--- config.mk ---
export PLATFORM = sky130hd
export DESIGN_NAME = arm_seq_ctrl_flat
export DESIGN_NICKNAME = d
export VERILOG_FILES = /design/src/rtl/arm_pkg.sv /design/src/rtl/arm_seq_ctrl_if.sv /design/src/rtl/arm_seq_prog_ram.sv /design/src/rtl/arm_seq_ctrl.sv /design/src/flat_wrapper.sv
export SDC_FILE = /design/constraint.sdc
export NUM_CORES = 1
export LEC_CHECK = 0
export ABC_CLOCK_PERIOD_IN_PS = 8300
export CAP_MARGIN = 30
export CORE_MARGIN = 1
export CORE_UTILIZATION = 62
export CTS_BUF_LIST = sky130_fd_sc_hd__clkbuf_8
export DETAILED_ROUTE_END_ITERATION = 10
export GPL_TIMING_DRIVEN = 0
export PLACE_DENSITY_LB_ADDON = 0.05
export SLEW_MARGIN = 25
export SYNTH_ARGS = -nofsm -noshare
export SYNTH_HDL_FRONTEND = slang
export SYNTH_SLANG_ARGS = --single-unit
--- constraint.sdc ---
create_clock -name clk -period 8.3 [get_ports clk]
set_clock_uncertainty 0.05 [all_clocks]
set_input_delay 0.83 -clock clk [delete_from_list [all_inputs] [get_ports clk]]
set_output_delay 0.83 -clock clk [all_outputs]
set_load 0.01 [all_outputs]
--- src/rtl/arm_pkg.sv ---
// ============================================================================
//  Module      : arm_pkg
//  Description : Shared types and constants for the arm_model motion
//                sequencer: opcodes, Q16.16 width, FSM state encoding,
//                program-entry layout, home pose and link lengths.
//  Revision    : 1.0  initial release
// ============================================================================
`default_nettype none

package arm_pkg;

    // Q16.16 fixed-point word width used for all coordinates and angles
    localparam int c_Q_W = 32;

    // Link lengths of the two-link arm (Q16.16)
    localparam logic [c_Q_W-1:0] c_L1 = 32'h0007_6666;
    localparam logic [c_Q_W-1:0] c_L2 = 32'h0012_0000;

    // Home pose: arm stretched straight up, y = L1 + L2
    localparam logic [c_Q_W-1:0] c_HOME_X = 32'h0000_0000;
    localparam logic [c_Q_W-1:0] c_HOME_Y = 32'h0019_6666;

    // Program step opcodes
    typedef enum logic [1:0] {
        OP_MOVE_XY  = 2'd0,
        OP_MOVE_ANG = 2'd1,
        OP_GRIP     = 2'd2,
        OP_RELEASE  = 2'd3
    } arm_op_e;

    // One program entry: opcode plus two Q16.16 operands (66 bits)
    typedef struct packed {
        arm_op_e          op;
        logic [c_Q_W-1:0] a;
        logic [c_Q_W-1:0] b;
    } prog_entry_t;

    // Sequencer FSM state encoding
    typedef logic [2:0] seq_state_t;
    localparam seq_state_t c_ST_IDLE  = 3'd0;
    localparam seq_state_t c_ST_FETCH = 3'd1;
    localparam seq_state_t c_ST_APPLY = 3'd2;
    localparam seq_state_t c_ST_WAIT  = 3'd3;
    localparam seq_state_t c_ST_DONE  = 3'd4;

    // Moves need the long servo settle time, gripper steps the short one
    function automatic logic op_is_move(input arm_op_e op);
        return (op == OP_MOVE_XY) || (op == OP_MOVE_ANG);
    endfunction

endpackage

`default_nettype wire

--- src/rtl/arm_seq_ctrl_if.sv ---
// ============================================================================
//  Module      : arm_seq_ctrl_if
//  Description : Host-side program/control bus and arm_model-side pose bus
//                of the motion sequencer. Optional macro ARM_SEQ_LOOP_EN
//                adds the 'loop' control signal.
//  Revision    : 1.0  initial release
// ============================================================================
`default_nettype none

interface arm_seq_ctrl_if
    import arm_pkg::*;
#(
    parameter int AW = 4
);
    // Program write port and run control (host -> sequencer)
    logic             wr_en;
    logic [AW-1:0]    wr_addr;
    logic [1:0]       wr_op;
    logic [c_Q_W-1:0] wr_a;
    logic [c_Q_W-1:0] wr_b;
    logic [AW:0]      prog_len;
    logic             start;
    logic             abort;
`ifdef ARM_SEQ_LOOP_EN
    logic             loop;
`endif

    // Pose and status (sequencer -> arm_model / host)
    logic [c_Q_W-1:0] x;
    logic [c_Q_W-1:0] y;
    logic             en1;
    logic             en2;
    logic [c_Q_W-1:0] set_xita1;
    logic [c_Q_W-1:0] set_xita2;
    logic             catch;
    logic             busy;
    logic             done;
    logic [AW-1:0]    step_idx;

    // Host side
    modport master (
`ifdef ARM_SEQ_LOOP_EN
        output loop,
`endif
        output wr_en, wr_addr, wr_op, wr_a, wr_b, prog_len, start, abort,
        input  x, y, en1, en2, set_xita1, set_xita2, catch, busy, done, step_idx
    );

    // Sequencer side
    modport slave (
`ifdef ARM_SEQ_LOOP_EN
        input  loop,
`endif
        input  wr_en, wr_addr, wr_op, wr_a, wr_b, prog_len, start, abort,
        output x, y, en1, en2, set_xita1, set_xita2, catch, busy, done, step_idx
    );

endinterface

`default_nettype wire

--- src/rtl/arm_seq_prog_ram.sv ---
// ============================================================================
//  Module      : arm_seq_prog_ram
//  Description : DEPTH x WIDTH program store, one write port and one
//                synchronous read port. Contents survive reset.
//  Revision    : 1.0  initial release
// ============================================================================
`default_nettype none

module arm_seq_prog_ram #(
    parameter int DEPTH = 16,
    parameter int WIDTH = 66
) (
    input  wire logic                     clk,
    input  wire logic                     i_we,
    input  wire logic [$clog2(DEPTH)-1:0] i_waddr,
    input  wire logic [WIDTH-1:0]         i_wdata,
    input  wire logic                     i_re,
    input  wire logic [$clog2(DEPTH)-1:0] i_raddr,
    output logic      [WIDTH-1:0]         o_rdata
);

    logic [WIDTH-1:0] r_mem [DEPTH];

    // Write port: no reset so the program survives a controller reset
    always_ff @(posedge clk) begin
        if (i_we) begin
            r_mem[i_waddr] <= i_wdata;
        end
    end

    // Synchronous read port: data appears the cycle after i_re
    always_ff @(posedge clk) begin
        if (i_re) begin
            o_rdata <= r_mem[i_raddr];
        end
    end

endmodule

`default_nettype wire

--- src/rtl/arm_seq_ctrl.sv ---
// ============================================================================
//  Module      : arm_seq_ctrl
//  Description : Motion sequencer for the two-link arm_model datapath.
//                Steps through a small program of MOVE_XY / MOVE_ANG /
//                GRIP / RELEASE entries, holding each for a settle time.
//                Optional macro ARM_SEQ_LOOP_EN enables program looping.
//  Revision    : 1.0  initial release
// ============================================================================
`default_nettype none

module arm_seq_ctrl
    import arm_pkg::*;
#(
    parameter int               DEPTH         = 16,
    parameter int               SETTLE_CYCLES = 10000,
    parameter int               GRIP_CYCLES   = 2000,
    parameter logic [c_Q_W-1:0] HOME_X        = c_HOME_X,
    parameter logic [c_Q_W-1:0] HOME_Y        = c_HOME_Y
) (
    input wire logic      clk,
    input wire logic      rst_n,
    arm_seq_ctrl_if.slave bus
);

    // The interface must be instantiated with AW = clog2(DEPTH)
    localparam int c_AW      = $clog2(DEPTH);
    localparam int c_CNT_MAX = (SETTLE_CYCLES > GRIP_CYCLES) ? SETTLE_CYCLES : GRIP_CYCLES;
    localparam int c_CW      = $clog2(c_CNT_MAX + 1);

    localparam logic [c_AW:0]   c_DEPTH_LEN  = (c_AW+1)'(DEPTH);
    localparam logic [c_CW-1:0] c_SETTLE_LD  = c_CW'(SETTLE_CYCLES);
    localparam logic [c_CW-1:0] c_GRIP_LD    = c_CW'(GRIP_CYCLES);
    localparam logic [c_CW-1:0] c_CNT_ONE    = c_CW'(1);

    // ------------------------------------------------------------------
    // Declarations
    // ------------------------------------------------------------------
    seq_state_t        r_state;
    seq_state_t        w_state_nxt;

    logic [c_AW-1:0]   r_step_idx;
    logic [c_AW-1:0]   r_last;
    logic [c_CW-1:0]   r_cnt;

    logic [c_Q_W-1:0]  r_x;
    logic [c_Q_W-1:0]  r_y;
    logic              r_en1;
    logic              r_en2;
    logic [c_Q_W-1:0]  r_xita1;
    logic [c_Q_W-1:0]  r_xita2;
    logic              r_catch;

    logic              w_busy;
    logic              w_done;
    logic              w_mem_re;
    logic              w_mem_we;

    logic [c_AW:0]     w_len_clamped;
    logic              w_wait_end;
    logic              w_last;
    logic              w_loop;

    logic [$bits(prog_entry_t)-1:0] w_rd_raw;
    prog_entry_t                    w_rd;

    // ------------------------------------------------------------------
    // Helpers
    // ------------------------------------------------------------------
    assign w_len_clamped = (bus.prog_len > c_DEPTH_LEN) ? c_DEPTH_LEN : bus.prog_len;
    assign w_wait_end    = (r_cnt <= c_CNT_ONE);
    assign w_last        = (r_step_idx == r_last);
    assign w_rd          = prog_entry_t'(w_rd_raw);

`ifdef ARM_SEQ_LOOP_EN
    assign w_loop = bus.loop;
`else
    assign w_loop = 1'b0;
`endif

    // ------------------------------------------------------------------
    // Program memory
    // ------------------------------------------------------------------
    arm_seq_prog_ram #(
        .DEPTH (DEPTH),
        .WIDTH ($bits(prog_entry_t))
    ) u_prog_ram (
        .clk     (clk),
        .i_we    (w_mem_we),
        .i_waddr (bus.wr_addr),
        .i_wdata ({bus.wr_op, bus.wr_a, bus.wr_b}),
        .i_re    (w_mem_re),
        .i_raddr (r_step_idx),
        .o_rdata (w_rd_raw)
    );

    // ------------------------------------------------------------------
    // FSM: state register
    // ------------------------------------------------------------------
    always_ff @(posedge clk or negedge rst_n) begin
        if (!rst_n) begin
            r_state <= c_ST_IDLE;
        end else begin
            r_state <= w_state_nxt;
        end
    end

    // FSM: next-state logic, abort overrides every transition
    always_comb begin
        w_state_nxt = r_state;
        if (bus.abort) begin
            w_state_nxt = c_ST_IDLE;
        end else begin
            case (r_state)
                c_ST_IDLE: begin
                    if (bus.start) begin
                        w_state_nxt = (w_len_clamped == '0) ? c_ST_DONE : c_ST_FETCH;
                    end
                end
                c_ST_FETCH: w_state_nxt = c_ST_APPLY;
                c_ST_APPLY: w_state_nxt = c_ST_WAIT;
                c_ST_WAIT: begin
                    if (w_wait_end) begin
                        w_state_nxt = (w_last && !w_loop) ? c_ST_DONE : c_ST_FETCH;
                    end
                end
                c_ST_DONE:  w_state_nxt = c_ST_IDLE;
                default:    w_state_nxt = c_ST_IDLE;
            endcase
        end
    end

    // FSM: state-decoded status and memory strobes
    always_comb begin
        w_busy   = 1'b0;
        w_done   = 1'b0;
        w_mem_re = 1'b0;
        w_mem_we = 1'b0;
        case (r_state)
            c_ST_IDLE: begin
                w_mem_we = bus.wr_en;
            end
            c_ST_FETCH: begin
                w_busy   = 1'b1;
                w_mem_re = 1'b1;
            end
            c_ST_APPLY, c_ST_WAIT: begin
                w_busy = 1'b1;
            end
            c_ST_DONE: begin
                w_done = 1'b1;
            end
            default: begin
                w_busy = 1'b0;
            end
        endcase
    end

    // ------------------------------------------------------------------
    // Step index, last-step latch and settle counter
    // ------------------------------------------------------------------
    always_ff @(posedge clk or negedge rst_n) begin
        if (!rst_n) begin
            r_step_idx <= '0;
            r_last     <= '0;
            r_cnt      <= '0;
        end else if (!bus.abort) begin
            case (r_state)
                c_ST_IDLE: begin
                    if (bus.start) begin
                        r_step_idx <= '0;
                        // Zero length never enters FETCH, so the wrap is harmless
                        r_last     <= c_AW'(w_len_clamped - 1'b1);
                    end
                end
                c_ST_APPLY: begin
                    r_cnt <= op_is_move(w_rd.op) ? c_SETTLE_LD : c_GRIP_LD;
                end
                c_ST_WAIT: begin
                    if (!w_wait_end) begin
                        r_cnt <= r_cnt - 1'b1;
                    end else if (!w_last) begin
                        r_step_idx <= r_step_idx + 1'b1;
                    end else if (w_loop) begin
                        r_step_idx <= '0;
                    end
                end
                default: begin
                    r_cnt <= r_cnt;
                end
            endcase
        end
    end

    // ------------------------------------------------------------------
    // Pose registers: loaded in APPLY, sent home on abort
    // ------------------------------------------------------------------
    always_ff @(posedge clk or negedge rst_n) begin
        if (!rst_n) begin
            r_x     <= HOME_X;
            r_y     <= HOME_Y;
            r_en1   <= 1'b1;
            r_en2   <= 1'b0;
            r_xita1 <= '0;
            r_xita2 <= '0;
            r_catch <= 1'b0;
        end else if (bus.abort) begin
            // Gripper is deliberately held so a carried part is not dropped
            r_x   <= HOME_X;
            r_y   <= HOME_Y;
            r_en1 <= 1'b1;
            r_en2 <= 1'b0;
        end else if (r_state == c_ST_APPLY) begin
            case (w_rd.op)
                OP_MOVE_XY: begin
                    r_x   <= w_rd.a;
                    r_y   <= w_rd.b;
                    r_en1 <= 1'b1;
                    r_en2 <= 1'b0;
                end
                OP_MOVE_ANG: begin
                    r_xita1 <= w_rd.a;
                    r_xita2 <= w_rd.b;
                    r_en1   <= 1'b0;
                    r_en2   <= 1'b1;
                end
                OP_GRIP:    r_catch <= 1'b1;
                OP_RELEASE: r_catch <= 1'b0;
                default:    r_catch <= r_catch;
            endcase
        end
    end

    // ------------------------------------------------------------------
    // Outputs
    // ------------------------------------------------------------------
    assign bus.x         = r_x;
    assign bus.y         = r_y;
    assign bus.en1       = r_en1;
    assign bus.en2       = r_en2;
    assign bus.set_xita1 = r_xita1;
    assign bus.set_xita2 = r_xita2;
    assign bus.catch     = r_catch;
    assign bus.busy      = w_busy;
    assign bus.done      = w_done;
    assign bus.step_idx  = r_step_idx;

endmodule

`default_nettype wire

--- src/flat_wrapper.sv ---
// flat-port wrapper written by rule: the top's interface ports become plain ports
module arm_seq_ctrl_flat import arm_pkg::*;
#(
    parameter int               DEPTH         = 16,
    parameter int               SETTLE_CYCLES = 10000,
    parameter int               GRIP_CYCLES   = 2000,
    parameter logic [c_Q_W-1:0] HOME_X        = c_HOME_X,
    parameter logic [c_Q_W-1:0] HOME_Y        = c_HOME_Y
)
  (clk, rst_n, bus_wr_en, bus_wr_addr, bus_wr_op, bus_wr_a, bus_wr_b, bus_prog_len, bus_start, bus_abort, bus_x, bus_y, bus_en1, bus_en2, bus_set_xita1, bus_set_xita2, bus_catch, bus_busy, bus_done, bus_step_idx);
  arm_seq_ctrl_if #(.AW((4))) bus_i ();
  input wire logic clk;
  input wire logic rst_n;
  input wire logic [$bits(bus_i.wr_en)-1:0] bus_wr_en;
  input wire logic [$bits(bus_i.wr_addr)-1:0] bus_wr_addr;
  input wire logic [$bits(bus_i.wr_op)-1:0] bus_wr_op;
  input wire logic [$bits(bus_i.wr_a)-1:0] bus_wr_a;
  input wire logic [$bits(bus_i.wr_b)-1:0] bus_wr_b;
  input wire logic [$bits(bus_i.prog_len)-1:0] bus_prog_len;
  input wire logic [$bits(bus_i.start)-1:0] bus_start;
  input wire logic [$bits(bus_i.abort)-1:0] bus_abort;
  output wire logic [$bits(bus_i.x)-1:0] bus_x;
  output wire logic [$bits(bus_i.y)-1:0] bus_y;
  output wire logic [$bits(bus_i.en1)-1:0] bus_en1;
  output wire logic [$bits(bus_i.en2)-1:0] bus_en2;
  output wire logic [$bits(bus_i.set_xita1)-1:0] bus_set_xita1;
  output wire logic [$bits(bus_i.set_xita2)-1:0] bus_set_xita2;
  output wire logic [$bits(bus_i.catch)-1:0] bus_catch;
  output wire logic [$bits(bus_i.busy)-1:0] bus_busy;
  output wire logic [$bits(bus_i.done)-1:0] bus_done;
  output wire logic [$bits(bus_i.step_idx)-1:0] bus_step_idx;
  assign bus_i.wr_en = bus_wr_en;
  assign bus_i.wr_addr = bus_wr_addr;
  assign bus_i.wr_op = bus_wr_op;
  assign bus_i.wr_a = bus_wr_a;
  assign bus_i.wr_b = bus_wr_b;
  assign bus_i.prog_len = bus_prog_len;
  assign bus_i.start = bus_start;
  assign bus_i.abort = bus_abort;
  assign bus_x = bus_i.x;
  assign bus_y = bus_i.y;
  assign bus_en1 = bus_i.en1;
  assign bus_en2 = bus_i.en2;
  assign bus_set_xita1 = bus_i.set_xita1;
  assign bus_set_xita2 = bus_i.set_xita2;
  assign bus_catch = bus_i.catch;
  assign bus_busy = bus_i.busy;
  assign bus_done = bus_i.done;
  assign bus_step_idx = bus_i.step_idx;
  arm_seq_ctrl #(.DEPTH(DEPTH), .SETTLE_CYCLES(SETTLE_CYCLES), .GRIP_CYCLES(GRIP_CYCLES), .HOME_X(HOME_X), .HOME_Y(HOME_Y)) u_core (.clk(clk), .rst_n(rst_n), .bus(bus_i));
endmodule
# [Word-level counts from Yosys, hierarchy flattened]
# Memories as Yosys holds them, arrays and structs flattened. A register that Yosys moved wholly into a read port is not among the register bits.
# Cells that the tools add are included.
[totals] in_bits=80 word_cells=84 ramBits=1056 mem_count=1 output_inout_bits=137 ff_bits=156
[memory_table] memory="u_core.u_prog_ram.r_mem" words=16 word_bits=66 rd=1 rd_clocked_by_memory_dff=1 wr=1 line_no="arm_seq_prog_ram.sv:22" text="logic [WIDTH-1:0] r_mem [DEPTH];"
[op_classes] bitwise=1 muxes=33 magnitude_cmp=2 addsub=3 eq_ne=14 reduce_logical=19
[op_table] op="$mux 32" count=6
[op_table] op="$mux 14" count=2
[op_table] op="$pmux 14 s2" count=1
[op_table] op="$mux 3" count=5
[op_table] op="$le 14x1->1 const B" count=1
[op_table] op="$sub 14x1->14 const B" count=1
[op_table] op="$mux 4" count=3
[op_table] op="$pmux 3 s4" count=1
[op_table] op="$reduce_and 3->1" count=4
[op_table] op="$mux 1" count=10
[op_table] op="$reduce_bool 2->1" count=5
[op_table] op="$pmux 4 s2" count=1
[op_table] op="$eq 3x2->1 const B" count=2
[op_table] op="$ne 2x2->1 const B" count=3
[op_table] op="$pmux 1 s2" count=3
[op_table] op="$reduce_and 2->1" count=3
[op_table] op="$gt 5x5->1 const B" count=1
[op_table] op="$logic_not 5->1" count=1
[op_table] op="$mux 5" count=1
[op_table] op="$reduce_and 5->1" count=1
[op_table] op="$add 4x1->4 const B" count=1
[op_table] op="$eq 2x2->1 const B" count=2
[op_table] op="$eq 4x4->1" count=1
[op_table] op="$sub 4x1->4 const B" count=1
[op_table] op="other kinds (12)" count=12

# [Logic depth before layout (Yosys ltp)]
[depth] depth_word=7 ltp_mapped=7 ltp_nobuf=7

# [By module]
# From an unflattened synthesis, not the netlist that was laid out.
[unflattened] hier_cells=2288 area_unflattened_um2=47947.2
[by_module_without_submodules] module="arm_seq_prog_ram" area_per_inst_um2=41461.0 cells_each=1698 instances=1 seq_area_each_um2=33692.3
[by_module_without_submodules] module="arm_seq_ctrl" area_per_inst_um2=6486.2 cells_each=590 instances=1 seq_area_each_um2=3918.8

# [Worst setup path before layout]
# OpenSTA, ideal clock, no wires.
[synth_timing] path_kind="register -> register" start="register u_core.r_state[0]" end="memory u_core.u_prog_ram.r_mem[0][0], enable pin" setup_ps=572 path_stages_with_launch=6 t_required_ps=7678 path_slack_ps=1783 period_less_slack_ps=6517 t_arrival_ps=5895 path_cell_list="dfrtp_1 > clkbuf_1 > nor3_1 > nand2_1 > or3_1 > nor3_1"
[synth_via] elab_chain_cells=4
[synth_rtl] element="start: declaration" line_no="arm_seq_ctrl.sv:38" text="seq_state_t r_state;"
[synth_rtl] element="start signal: assignment" line_no="arm_seq_ctrl.sv:101" text="r_state <= c_ST_IDLE;"
[synth_rtl] element="start signal: assignment" line_no="arm_seq_ctrl.sv:103" text="r_state <= w_state_nxt;"
[synth_rtl] element="$logic_not 3->1" line_no="arm_seq_ctrl.sv:138" text="case (r_state)"
[synth_rtl] element="$mux 1" line_no="arm_seq_ctrl.sv:138"
[synth_rtl] element="$mux 1" line_no="arm_seq_prog_ram.sv:26" text="if (i_we) begin"
[synth_rtl] element="$mux 1 (not written as such)" line_no="arm_seq_prog_ram.sv:27" text="r_mem[i_waddr] <= i_wdata;"
[synth_rtl] element="end: declaration" line_no="arm_seq_prog_ram.sv:22"
# Every way passes these cells.

# [Worst setup path after layout]
[layout_timing] start="register u_core.r_state[0]" end="memory u_core.u_prog_ram.r_mem[2][22], enable pin"
# Same word-level chain as after synthesis.

==> results by group <==
Clock network
  • Worst skew pair latency: 820 ps
  • Clk buf depth: 3
  • CTS tree: done
  • Clock transition at path regs: 60 ps
  • PostCTS Resize Cnt: 0
  • H-Tree Depth: 4
  • CTS root buf: clkbuf_8
  • Clock sink total: 1,278
  • Setup Fix Bufs, Post-CTS: 0
  • TritonCTS Buffers: 194

Synthesis
  • Count leader, synth: edfxtp_1
  • Fraction of registers with async set/reset: 12.2%
  • Yosys reg bits: 1,278
  • Top_reg_cell synth: edfxtp_1
  • Syn nets: 2,236
  • Synth area leaders: edfxtp_1 70%, mux4_2 15%, dfrtp_1 7.4%
  • Synth warn: 0
  • EDFF count, synth: 1,122
  • Fraction of the yosys area taken by sequential cells: 77.6%
  • Syn Std Cell Area: 48,500 um^2
  • Synth area leader: edfxtp_1
  • Yosys top cell area share: 69.5%
  • Top cells by count, synth: 1,122 x edfxtp_1, 324 x mux4_2, 144 x dfrtp_1
  • Mapped Cells: 2,152
  • Avg Cell Area, Syn: 22.5 um^2
  • Yosys cell types: 54

Placed design
  • Gpl congestion: 0.791
  • PortBufs: 215
  • DP Wirelength: 76.7 mm
  • Placed cells: 3,531

Final layout
  • Layout area overhead: 19.6%
  • Fin cells: 3,898
  • Nets: 2,772
  • Fill count: 4,331
  • Layout cells sized above 1: 29.9%

Routing
  • Vias: 24,553
  • Initial DRC Count: 3,057
  • First drt pass iteration count: 5
  • Average wire per standard cell: 29.5 um
  • Final ANT Viol Nets: 0
  • Final WL: 115 mm
  • DRC: 0
  • Via/cell ratio: 6.30

STA
  • Worst slew pin tran: 1030 ps
  • Setup violators final: 0
  • RSZ-0062 raised after global routing: no
  • Relative slew slack: 31.6%
  • Fin crit share: 49.0%
  • Fin. Hold Viols: 0
  • Tmin final: 4070 ps
  • Fmax: 0.246 GHz
  • Slew Limit Fails: 0

Die
  • DIE AREA: 79,300 um^2
  • FP Rows: 102
  • Effective utilization at floorplan: 62.7%
  • Die height: 282 um
  • Core footprint: 77,300 um^2
  • Die width: 282 um
  • IO Pins: 217

Power
  • Internal power: 11.6 mW
  • Flop pwr share: 50.2%
  • Power density cells: 269 nW/um^2
  • Peak VDD IR: 0.195 mV
  • Combinational Power Share: 18.1%
  • Switching Share: 25.5%
  • Switching pwr: 3.97 mW
  • Part of the power in the clock network: 31.7%
  • Total power: 15.6 mW
  • Leakage power: 19.3 nW

Setup path
  • Slowest stage delay, CP: 690 ps
  • Worst reg2reg endpoint: u_core.u_prog_ram.r_mem[2][22]
  • Reg2reg setup slack: 4230 ps
  • Worst setup EP type: register
  • Crit-path max FO: 10
  • Setup CP Type: register to register
  • Beginning of the worst register-to-register path: u_core.r_state[0]
  • Worst Path Arrival: 4530 ps
  • CP bufs+invs: 7
  • Cells on worst reg2reg path: 12
  • Most used cell, CP: buf_4
  • Startpoint types: register
  • Crit path from: u_core.r_state[0]
  • Worst endpoint required time: 8770 ps
  • CP max stage cell: nor3_2
  • CP Cell Sequence: clkbuf_1 > nor3_1 > nand2_1 > nor2_1 > nand2_1 > nor3_2 > buf_6 > buf_6 > buf_4 > buf_4 > buf_4 > buf_4
  • Cell family with most CP delay: simple AND/OR/NAND/NOR gates

Global routing
  • Vias in the first global route: 24,900
  • Total GRT Usage: 29.8%
  • GRT Residual Overflow: 0
  • Largest net degree at the start of global routing: 91
  • Global-route wire length before repair: 166 mm
  • Initial antenna violation count: 7

Run status
  • Status: finished, final reports clean

Worst hold path
  • Hold Path End: u_core.bus.x[19]
  • Hold Crit Depth: 2
  • Hold path start: u_core.bus.x[19]
  • Hold WC Path Type: register to register

Job
  • Max-Cap Viols: 0
## cell usage in the layout (no fill, tap or decap), drive strengths merged, types with 2 or more instances in the layout
cell type | netlist | routed
or3 | 3 | 3
ha | 4 | 4
nand3 | 7 | 7
nor4 | 3 | 3
buf | 56 | 181
clkdlybuf4s50 | 0 | 214
nor4b | 3 | 3
clkinvlp | 0 | 3
nor3 | 10 | 10
inv | 6 | 98
dfstp | 12 | 12
bufinv | 0 | 3
nor2 | 48 | 48
nor3b | 2 | 2
o21ai | 74 | 74
clkinv | 0 | 43
xor2 | 11 | 11
mux4 | 330 | 330
edfxtp | 1122 | 1122
clkbuf | 56 | 280
and3 | 3 | 3
nor2b | 2 | 2
a2bb2oi | 2 | 2
nand2b | 59 | 59
nand4 | 4 | 4
a21o | 2 | 2
nand2 | 86 | 86
nand3b | 2 | 2
dfrtp | 144 | 144
mux2 | 65 | 65
xnor2 | 2 | 2
mux2i | 4 | 4
o211ai | 4 | 4
a21oi | 6 | 6
o2111ai | 2 | 2
a31oi | 4 | 4
## repair_timing
item	in CTS	in global routing
hold buffers	1	0
setup endpoints to repair	0	0
hold endpoints to repair	58	0
## sequential cells by signal, summed over array words and instances, names as in the netlist
signal                     count
u_core.u_prog_ram.o_rdata     66
u_core.r_last                  4
u_core.bus.catch               1
u_core.bus.set_xita1          32
u_core.bus.y                  32
u_core.r_cnt                  14
u_core.u_prog_ram.r_mem     1056
u_core.bus.en2                 1
u_core.bus.en1                 1
u_core.bus.step_idx            4
u_core.r_state                 3
u_core.bus.x                  32
u_core.bus.set_xita2          32
## per-stage QoR
stage | util [%] | TNS [ps] | hold WS, ps | setup slack, ps | area [um^2]
floorplan | - | 0 | 410 | 1780 | 48500
global placement | 67.1 | -1911060 | 410 | -4900 | 51900
detailed placement | 70.0 | 0 | 420 | 4230 | 54100
CTS | 74.9 | 0 | 432 | 4320 | 57900
global route | 74.9 | 0 | 448 | 4090 | 57900
finish | 74.9 | 0 | 429 | 4230 | 57900
## worst min-delay path, cell delays in order (launching register included)
cell and delay (ps):
dfrtp_1 340, nand2_1 50, o21ai_0 60
## metal layers
layer	global-route usage, %	up-vias	wire length [um]	part of all wire, %
met5	0	-	82	0.071
met4	7.44	12	2020	1.8
met3	6.68	175	10500	9.1
met2	46.8	1312	56000	49
met1	43.5	13037	46400	40
li1	-	10017	-	-
## power by group through the flow
stage | Combinational, mW | Clock (mW) | Sequential (mW)
floorplan | 1.50 | 0 | 7.99
global placement | 2.66 | 0 | 7.98
detailed placement | 2.84 | 0 | 7.93
CTS | 2.85 | 5.00 | 7.80
global route | 3.00 | 5.27 | 7.84
finish | 2.82 | 4.93 | 7.80
## how the worst max path moves through the flow
stage	to	slack, ps	depth (start not counted)
after global routing	u_core.u_prog_ram.r_mem[2][22]	4090	12
after detailed placement	u_core.u_prog_ram.r_mem[2][26]	4230	11
final	u_core.u_prog_ram.r_mem[2][22]	4230	12
after CTS	u_core.u_prog_ram.r_mem[2][22]	4320	12
after floorplan	u_core.u_prog_ram.r_mem[0][0]	1780	5
after global placement	u_core.u_prog_ram.r_mem[0][40]	-4900	4
## final cells by class
cell class	count	area, um^2	share of cell area (%)
Sequential cell	1278	37600	64.9
Multi-Input combinational cell	756	10300	17.7
Timing Repair Buffer	340	4240	7.32
Clock buffer	224	3080	5.32
Tap cell	1040	1300	2.25
Clock inverter	141	723	1.25
Buffer	112	692	1.19
Inverter	6	22.5	0.0389
Antenna cell	1	2.50	0.00432
## logic make-up after synthesis
| group | synth area share [%] |
|---|---|
| compound gates | 1.16 |
| buf+inv | 1.46 |
| flops | 77.6 |
| simple gates | 2.44 |
| mux | 17.0 |
| fa+ha+maj | 0.103 |
| xor+xnor | 0.235 |
No activity file was read; power rests on OpenSTA's default activity.
